### src/rtl/lfsr_pkg.sv
// rtl/lfsr_pkg.sv - shared constants, state encoding and Galois tap table for the PN generator
package lfsr_pkg;

    localparam int LFSR_MAX_DEGREE = 16;
    localparam int LFSR_TABLE_W    = 16;

    typedef enum logic [1:0] {
        ST_IDLE = 2'd0,
        ST_LOAD = 2'd1,
        ST_RUN  = 2'd2
    } lfsr_state_t;

    // Galois-form maximal-length taps; 0 marks an unsupported degree.
    function automatic logic [LFSR_TABLE_W-1:0] lfsr_mask(input int unsigned degree);
        case (degree)
            2:       return 16'h0003;
            3:       return 16'h0005;
            4:       return 16'h0009;
            5:       return 16'h0012;
            6:       return 16'h0021;
            7:       return 16'h0041;
            8:       return 16'h008E;
            9:       return 16'h0108;
            10:      return 16'h0204;
            11:      return 16'h0402;
            12:      return 16'h0829;
            13:      return 16'h100D;
            14:      return 16'h2015;
            15:      return 16'h4001;
            16:      return 16'h8016;
            default: return 16'h0000;
        endcase
    endfunction

endpackage

### src/rtl/lfsr_mask_rom.sv
// rtl/lfsr_mask_rom.sv - registered degree to {mask, period, legal} lookup
// Ports: i_clk, i_rst (async, active-high), i_degree (requested degree);
//        o_mask (tap mask), o_len (2**degree-1), o_legal, o_degree (degree the outputs belong to).
module lfsr_mask_rom
    import lfsr_pkg::*;
#(
    parameter int MAX_DEGREE = LFSR_MAX_DEGREE,
    parameter int DEG_W      = 5
) (
    input  logic                  i_clk,
    input  logic                  i_rst,
    input  logic [DEG_W-1:0]      i_degree,
    output logic [MAX_DEGREE-1:0] o_mask,
    output logic [MAX_DEGREE-1:0] o_len,
    output logic                  o_legal,
    output logic [DEG_W-1:0]      o_degree
);

    logic                  w_legal;
    logic [MAX_DEGREE-1:0] w_mask;
    logic [MAX_DEGREE:0]   w_pow;
    logic [MAX_DEGREE-1:0] w_len;

    assign w_legal = (int'(i_degree) <= MAX_DEGREE) && (lfsr_mask(32'(i_degree)) != '0);
    assign w_mask  = MAX_DEGREE'(lfsr_mask(32'(i_degree)));
    assign w_pow   = {{MAX_DEGREE{1'b0}}, 1'b1} << i_degree;
    // Truncating (1 << degree) - 1 to MAX_DEGREE bits keeps the top degree exact.
    assign w_len   = MAX_DEGREE'(w_pow - 1'b1);

    always_ff @(posedge i_clk or posedge i_rst) begin
        if (i_rst) begin
            o_mask   <= '0;
            o_len    <= '0;
            o_legal  <= 1'b0;
            o_degree <= '0;
        end else begin
            o_mask   <= w_legal ? w_mask : '0;
            o_len    <= w_legal ? w_len  : '0;
            o_legal  <= w_legal;
            o_degree <= i_degree;
        end
    end

endmodule

### src/rtl/lfsr_seqgen.sv
// rtl/lfsr_seqgen.sv - runtime-configurable maximal-length PN chip generator
// Ports: clk_i, rst_i (async, active-high), ena_i (run request), strobe_i (chip advance),
//        degree_i (requested degree); pn_o/valid_o/sync_o (chip, qualifier, period start),
//        mask_o/len_o (taps and period in use), busy_o (LOAD or RUN), err_o (illegal degree).
module lfsr_seqgen
    import lfsr_pkg::*;
#(
    parameter int MAX_DEGREE = LFSR_MAX_DEGREE,
    parameter int DEG_W      = 5
) (
    input  logic                  clk_i,
    input  logic                  rst_i,
    input  logic                  ena_i,
    input  logic                  strobe_i,
    input  logic [DEG_W-1:0]      degree_i,
    output logic                  pn_o,
    output logic                  valid_o,
    output logic                  sync_o,
    output logic [MAX_DEGREE-1:0] mask_o,
    output logic [MAX_DEGREE-1:0] len_o,
    output logic                  busy_o,
    output logic                  err_o
);

    lfsr_state_t           r_state;
    logic [MAX_DEGREE-1:0] r_lfsr;
    logic [MAX_DEGREE-1:0] r_cnt;
    logic [DEG_W-1:0]      r_deg;
    logic                  r_pend;
    logic                  r_pn;
    logic                  r_valid;
    logic                  r_sync;
    logic [MAX_DEGREE-1:0] r_mask;
    logic [MAX_DEGREE-1:0] r_len;
    logic                  r_busy;
    logic                  r_err;

    logic [MAX_DEGREE-1:0] w_rom_mask;
    logic [MAX_DEGREE-1:0] w_rom_len;
    logic                  w_rom_legal;
    logic [DEG_W-1:0]      w_rom_degree;
    logic                  w_legal_in;
    logic [MAX_DEGREE-1:0] w_next;
    logic                  w_wrap;

    lfsr_mask_rom #(
        .MAX_DEGREE (MAX_DEGREE),
        .DEG_W      (DEG_W)
    ) u_rom (
        .i_clk    (clk_i),
        .i_rst    (rst_i),
        .i_degree (degree_i),
        .o_mask   (w_rom_mask),
        .o_len    (w_rom_len),
        .o_legal  (w_rom_legal),
        .o_degree (w_rom_degree)
    );

    assign w_legal_in = (int'(degree_i) <= MAX_DEGREE) && (lfsr_mask(32'(degree_i)) != '0);
    assign w_next     = r_lfsr[0] ? ((r_lfsr >> 1) ^ r_mask) : (r_lfsr >> 1);
    assign w_wrap     = (r_cnt == r_len - MAX_DEGREE'(1));

    always_ff @(posedge clk_i or posedge rst_i) begin
        if (rst_i) begin
            r_state <= ST_IDLE;
            r_lfsr  <= '0;
            r_cnt   <= '0;
            r_deg   <= '0;
            r_pend  <= 1'b0;
            r_pn    <= 1'b0;
            r_valid <= 1'b0;
            r_sync  <= 1'b0;
            r_mask  <= '0;
            r_len   <= '0;
            r_busy  <= 1'b0;
            r_err   <= 1'b0;
        end else begin
            r_pn    <= 1'b0;
            r_valid <= 1'b0;
            r_sync  <= 1'b0;
            if (!ena_i) begin
                r_state <= ST_IDLE;
                r_lfsr  <= '0;
                r_cnt   <= '0;
                r_pend  <= 1'b0;
                r_mask  <= '0;
                r_len   <= '0;
                r_busy  <= 1'b0;
                r_err   <= 1'b0;
            end else begin
                case (r_state)
                    ST_IDLE: begin
                        r_err <= !w_legal_in;
                        if (w_legal_in) begin
                            r_state <= ST_LOAD;
                            r_busy  <= 1'b1;
                        end
                    end
                    ST_LOAD: begin
                        // The ROM output reflects degree_i from the edge that chose LOAD.
                        if (w_rom_legal) begin
                            r_state <= ST_RUN;
                            r_deg   <= w_rom_degree;
                            r_mask  <= w_rom_mask;
                            r_len   <= w_rom_len;
                            r_lfsr  <= w_rom_len;   // seed: all-ones in the low degree bits
                            r_cnt   <= '0;
                        end else begin
                            r_state <= ST_IDLE;
                            r_busy  <= 1'b0;
                            r_err   <= 1'b1;
                            r_mask  <= '0;
                            r_len   <= '0;
                        end
                    end
                    ST_RUN: begin
                        if (r_pend) begin
                            // Reconfiguration slot right after the wrap chip; strobes dropped.
                            r_pend <= 1'b0;
                            if (w_legal_in) begin
                                r_state <= ST_LOAD;
                            end else begin
                                r_state <= ST_IDLE;
                                r_busy  <= 1'b0;
                                r_err   <= 1'b1;
                                r_mask  <= '0;
                                r_len   <= '0;
                                r_lfsr  <= '0;
                                r_cnt   <= '0;
                            end
                        end else if (strobe_i) begin
                            r_valid <= 1'b1;
                            r_pn    <= r_lfsr[0];
                            r_sync  <= (r_cnt == '0);
                            if (w_wrap) begin
                                r_cnt  <= '0;
                                r_lfsr <= r_len;
                                r_pend <= (degree_i != r_deg);
                            end else begin
                                r_cnt  <= r_cnt + MAX_DEGREE'(1);
                                r_lfsr <= w_next;
                            end
                        end
                    end
                    default: begin
                        r_state <= ST_IDLE;
                        r_busy  <= 1'b0;
                    end
                endcase
            end
        end
    end

    assign pn_o    = r_pn;
    assign valid_o = r_valid;
    assign sync_o  = r_sync;
    assign mask_o  = r_mask;
    assign len_o   = r_len;
    assign busy_o  = r_busy;
    assign err_o   = r_err;

endmodule
### config.mk
export PLATFORM = sky130hd
export DESIGN_NAME = lfsr_seqgen
export DESIGN_NICKNAME = d
export VERILOG_FILES = /design/src/rtl/lfsr_pkg.sv /design/src/rtl/lfsr_mask_rom.sv /design/src/rtl/lfsr_seqgen.sv
export SDC_FILE = /design/constraint.sdc
export NUM_CORES = 1
export LEC_CHECK = 0
export ABC_AREA = 1
export BUFFER_PORTS_ARGS = -buffer_cell sky130_fd_sc_hd__buf_2
export CAP_MARGIN = 20
export CORE_MARGIN = 2
export CORE_UTILIZATION = 57
export DETAILED_ROUTE_END_ITERATION = 10
export GPL_TIMING_DRIVEN = 0
export PLACE_DENSITY = 0.85
export SYNTH_ARGS = -nofsm -noshare
export SYNTH_HDL_FRONTEND = slang
export SYNTH_SLANG_ARGS = --single-unit
### constraint.sdc
create_clock -name clk_i -period 4.2 [get_ports clk_i]
set_clock_uncertainty 0.1 [all_clocks]
set_input_delay 0.63 -clock clk_i [delete_from_list [all_inputs] [get_ports clk_i]]
set_output_delay 0.63 -clock clk_i [all_outputs]
set_load 0.01 [all_outputs]
Word level (Yosys, flattened, before mapping) --
Memories as Yosys holds them, arrays and structs flattened. Index checks and enable logic that the tools add are counted.
Storage, ports and cells: flip-flop bits (word level) 115, bits in latches 0, RAM bits 0, ROM bits 1536, input port bits 9, output and inout port bits 37, word-level logic and storage cells 109, memories kept 3
Operators by class: add/subtract/negate cells 3, multipliers 0, div/mod/pow operators 0, magnitude comparators 1, equality and inequality tests 14, shifts and indexed selects 1, muxes and demuxes 57, bitwise logic cells 1, reduce and logical (&&, ||, !) cells 13
Memories:
- (no name shown) | words 32, width 16, rd ports 1, clocked after memory_dff 0, wr ports 0, line lfsr_pkg.sv:15 | case (degree)
- (no name shown) | words 32, width 16, rd ports 1, clocked after memory_dff 0, wr ports 0, line lfsr_pkg.sv:15
- (no name shown) | words 32, width 16, rd ports 1, clocked after memory_dff 0, wr ports 0, line lfsr_pkg.sv:15
Operator list (number):
- two-way mux 16 bit | 19
- case mux 16 bit (2 select lines) | 4
- nonzero test 16 bit | 2
- subtractor 16 x 1 -> 16 bit (second input constant) | 2
- two-way mux 1 bit | 27
- adder 16 x 1 -> 16 bit (second input constant) | 1
- == test 16 bit | 1
- zero test 16 bit | 1
- left shift 1 x 5 -> 16 bit (first input constant) | 1
- bitwise XOR 15 x 16 -> 16 bit | 1
- inequality test 3 bit (second input constant) | 4
- AND reduction 4 bit | 3
- two-way mux 2 bit | 4
- inequality test 4 bit (second input constant) | 2
- case mux 1 bit (3 select lines) | 2
- case mux 2 bit (3 select lines) | 1
- AND reduction 3 bit | 2
- <= comparator 5 bit (second input constant) | 1
- inequality test 5 bit | 1
- inequality test 4 x 1 -> 1 bit (second input constant) | 1
- inequality test 3 x 1 -> 1 bit (second input constant) | 1
- inequality test 3 x 2 -> 1 bit (second input constant) | 1
- == test 2 x 1 -> 1 bit (second input constant) | 1
- == test 2 bit (second input constant) | 1
- 5 further kinds | 6

Longest topological paths before layout --
depth in word-level cells 7, depth in mapped cells 18, depth with buffers taken out 17

Hierarchy --
Synthesis repeated with hierarchy kept, for this count alone.
Unflattened totals: cells, all modules 945, area total of the unflattened synthesis 7045.5 um^2
By module, submodules not included:
- lfsr_seqgen | times used 1, cells each 720, area each 5215.0 um^2, sequential area each 1926.8 um^2
- lfsr_mask_rom | times used 1, cells each 225, area each 1830.5 um^2, sequential area each 950.9 um^2

Worst setup path before layout --
No wires, ideal clock.
path kind input -> register, from input degree_i[1], to register r_len[0], in the netlist len_o[0], library setup time 0.127 ns, data arrival time 2.261 ns, data required time 3.973 ns, setup slack 1.712 ns, stages 14, buffers on the path 2, path through inv_1 -> ha_1 -> nand2_1 -> inv_1 -> nand2_1 -> nand2_1 -> nor4_4 -> nand3b_4 -> nand2_4 -> nand2_4 -> nor2_4 -> buf_6 -> buf_6 -> o21ai_0
Between the ends: word-level cells in the longest chain between the ends 5, elaborated cells on any way between the ends 6, classes of those cells 1 x order compare; 1 x eq/ne; 3 x reduce/logical; 1 x memory
Ends and longest elaborated chain:
- start, declared | line lfsr_seqgen.sv:15 | input logic [DEG_W-1:0] degree_i,
- memory (32 x 16 bit)
- nonzero test 16 bit | line lfsr_seqgen.sv:59 | assign w_legal_in = (int'(degree_i) <= MAX_DEGREE) && (lfsr_mask(32'(degree_i)) != '0);
- logical AND 1 bit * | line lfsr_seqgen.sv:59
- inequality test 3 bit (no source line) *
- AND reduction 3 bit (no source line) *
- end signal, assigned | line lfsr_seqgen.sv:105 | r_len <= w_rom_len;
- end, declared | line lfsr_seqgen.sv:34 | logic [MAX_DEGREE-1:0] r_len;
Mark *: on every way between the ends. The rest lies on a longest branch, timed or not. A chain may end at the register's enable or synchronous reset.

Worst setup path after layout --
from register r_len[0], in the netlist len_o[0], to register r_cnt[1]
Between the ends: word-level cells in the longest chain between the ends 7
Ends and longest elaborated chain:
- subtractor 16 x 1 -> 16 bit | line lfsr_seqgen.sv:61 | assign w_wrap = (r_cnt == r_len - MAX_DEGREE'(1));
- == test 16 bit | line lfsr_seqgen.sv:61
- two-way mux 16 bit | line lfsr_seqgen.sv:135 | if (w_wrap) begin
- two-way mux 16 bit | line lfsr_seqgen.sv:131 | end else if (strobe_i) begin
- two-way mux 16 bit | line lfsr_seqgen.sv:117 | if (r_pend) begin
- case mux 16 bit (2 select lines) | line lfsr_seqgen.sv:91 | case (r_state)
- two-way mux 16 bit | line lfsr_seqgen.sv:81 | if (!ena_i) begin
- end signal, assigned | line lfsr_seqgen.sv:140 | r_cnt <= r_cnt + MAX_DEGREE'(1);
- end, declared | line lfsr_seqgen.sv:27 | logic [MAX_DEGREE-1:0] r_cnt;
No other way between the ends. The select of a mux whose other input is x is not followed.

==> results.json <==
{
  "worstPathMaxFanout": 10,
  "finalSetupViolations": 0,
  "drtIter0Drc": 617,
  "cts_tree": "yes",
  "ys_ff_latch": 115,
  "clock_path_buffers": 2,
  "root_buffer": "clkbuf_16",
  "synth_mux_area_frac": 0,
  "final.period_utilization": 0.669,
  "vdd_drop_max_v": 0.000409,
  "synth_edf_count": 0,
  "synth_cell_types": 45,
  "synth_fa_ha_area_frac": 0.0223,
  "yosys-top-cells-area": "dfrtp_1 43%, nand2_1 15%, nand3_1 6.2%",
  "critPathLaunch": "len_o[0]$_DFFE_PP0P_",
  "post-route-util": 0.678,
  "dieArea_sq_um": 12700,
  "rsz0062_at_grt": "false",
  "synth-xor-area-share": 0.0546,
  "track_usage": 0.290,
  "start_kind": "flip-flop",
  "grt.met2_usage": 0.488,
  "layout_commonest_cell": "nand2_1",
  "synth_ff_type": "dfrtp_1",
  "nets": 983,
  "max_cap_viol_count": 0,
  "setup.worst_path.class": "flip-flop to flip-flop",
  "die_h_microns": 113,
  "syn_inst": 898,
  "grt_max_degree": 75,
  "synth_top_family_by_area": "simple AND/OR/NAND/NOR gates",
  "die_x_microns": 113,
  "gp_congestion": 0.922,
  "p_per_area_nw_per_um2": 616,
  "hp-class": "input port to async pin",
  "reg2regPathDepth": 14,
  "finalCriticalPeriod_ns": 2.81,
  "met1_usage": 0.356,
  "path_clk_slew_ns": 0.06,
  "grt_util_met3": 0.0670,
  "hold_viol": 0,
  "port_buffers": 44,
  "outcome": "complete, no violations",
  "synth_nets": 919,
  "clock-sinks": 115,
  "grt_pass1_vias": 5912,
  "synth-simple-area-share": 0.353,
  "layout-drive-gt1-share": 0.144,
  "synth_top_cell_by_area": "dfrtp_1",
  "worst_r2r_endpoint": "r_cnt[1]$_DFFE_PP0P_",
  "whs_ns": 0.162,
  "antenna_found_initial": 0,
  "finalMaxSlewViolations": 0,
  "diodes": 0,
  "drc": 0,
  "coreArea_sq_um": 11500,
  "synthesis.area_sq_um": 6730,
  "fill_cells": 900,
  "grt_pass1_wl_microns": 29000,
  "ctsHtreeMaxLevel": 4,
  "seq_area_frac_synth": 0.427,
  "ff2ff_setup_slack_ns": 1.39,
  "overflow": 0,
  "avgRoutedWirePerCell_microns": 15.5,
  "power_leakage_nw": 4.06,
  "cts_resized": 0,
  "cp.required_ns": 4.38,
  "synth_warnings": 0,
  "synth-compound-area-share": 0.0610,
  "worst_pin_slew_ns": 0.769,
  "finalPower_mw": 4.79,
  "layout_common_cells": "278 x nand2_1, 115 x dfrtp_1, 91 x nor2_1",
  "row_count": 39,
  "synth.avg_cell_area_sq_um": 7.50,
  "netlist.area_leader.share": 0.427,
  "area_growth_pct": 15.5,
  "worstReg2RegStart": "len_o[0]$_DFFE_PP0P_",
  "dp_hpwl_microns": 12400,
  "async_reset_ff_frac": 1.00,
  "start_util": 0.587,
  "numCtsBuffers": 17,
  "top_usage_layer": "met2",
  "fmax_ghz": 0.356,
  "holdBufCountCts": 0,
  "ios": 46,
  "end_kind": "flip-flop",
  "cts_setup_buffers": 0,
  "drt-vias-per-instance": 5.45,
  "insertion_delay_ns": 0.43,
  "drtAntennaViolNets": 0,
  "drt-pass1-iter-count": 7,
  "routed_wl_microns": 17400,
  "num_vias": 6094,
  "critPathArrivalTime_ns": 2.99,
  "relSlewSlack": 0.485
}
[cells by family after synthesis]
kind of cell | after synthesis
buf+inv | 129
flops | 115
simple gates | 523
xor+xnor | 42
fa+ha+maj | 12
compound gates | 77
[power breakdown]
group | internal [mW] | switching, mW | leakage, nW | total (mW)
Combinational | 0.605 | 1.18 | 2.26 | 1.79
Clock | 0.953 | 0.549 | 0.294 | 1.50
Sequential | 1.31 | 0.193 | 1.51 | 1.51
[worst max-delay path, stage by stage (launching register included)]
cell	delay (ns)
dfrtp_1	0.44
inv_2	0.16
ha_1	0.21
nand2_1	0.16
nor2_1	0.21
nand2_1	0.07
nand2_1	0.10
nand2_1	0.06
nor2_1	0.09
nand2_1	0.06
nor2_2	0.35
nand2_2	0.20
buf_2	0.25
nand3_1	0.09
o21ai_0	0.08
[area by class of cell]
cell class,count,area [sq um],share of cell area
tap,143,179,0.0230
sequential,115,2880,0.370
clock buffer,18,439,0.0565
timing repair buffer,45,248,0.0319
inverter,98,373,0.0479
multi-input combinational,654,3310,0.425
buffer,31,178,0.0228
clock inverter,14,175,0.0225
[how the worst max path moves through the flow]
| stage | to | slack, ns | depth (start not counted) |
|---|---|---|---|
| detailed placement | mask_o[11]$_DFFE_PP0P_ | 1.11 | 16 |
| global placement | u_rom.o_mask[1]$_DFF_PP0_ | -0.72 | 2 |
| finish | r_cnt[1]$_DFFE_PP0P_ | 1.39 | 14 |
| global route | r_cnt[5]$_DFFE_PP0P_ | 1.19 | 14 |
| CTS | r_cnt[5]$_DFFE_PP0P_ | 1.44 | 14 |
| floorplan | busy_o$_DFFE_PP0P_ | 0.43 | 1 |
[through the flow]
step	instance area [sq um]	setup WS, ns	cells	TNS (ns)
4_1_cts	7780	1.44	1118	0
3_5_place_dp	7160	1.11	1086	0
3_3_place_gp	7130	-0.718	1085	-81.54
5_1_grt	7780	1.19	1118	0
2_1_floorplan	6730	0.426	898	0
6_report	7780	1.39	1118	0
[synthesized netlist by cell type (3+ instances only)]
| cell type | number |
|---|---|
| nand2_1 | 278 |
| dfrtp_1 | 115 |
| inv_1 | 91 |
| nor2_1 | 91 |
| nand3_1 | 83 |
| o21ai_0 | 56 |
| xnor2_1 | 27 |
| xor2_1 | 15 |
| clkbuf_1 | 13 |
| ha_1 | 12 |
| nand4_1 | 12 |
| nor3_1 | 12 |
| buf_2 | 10 |
| nand3_2 | 10 |
| nor2_2 | 10 |
| a21oi_1 | 7 |
| nor2_4 | 5 |
| nor4_1 | 5 |
| o21ai_1 | 5 |
| buf_6 | 4 |
| inv_2 | 4 |
| a211oi_1 | 3 |
| nand2_2 | 3 |
[registers in the layout, summed over array words and instances, names as in the netlist]
name / cells
r_cnt: 16
u_rom.o_legal: 1
u_rom.o_len: 16
valid_o: 1
r_deg: 5
u_rom.o_mask: 16
r_state: 2
pn_o: 1
r_lfsr: 16
len_o: 16
sync_o: 1
err_o: 1
r_pend: 1
busy_o: 1
u_rom.o_degree: 5
mask_o: 16
[metal layers]
| layer | vias to the layer above | wire length [microns] |
|---|---|---|
| met4 | 0 | 403 |
| met1 | 2857 | 7300 |
| met2 | 217 | 8700 |
| met3 | 35 | 972 |
| li1 | 2985 | - |
| met5 | - | 0 |
(Power assumes the default switching activity.)
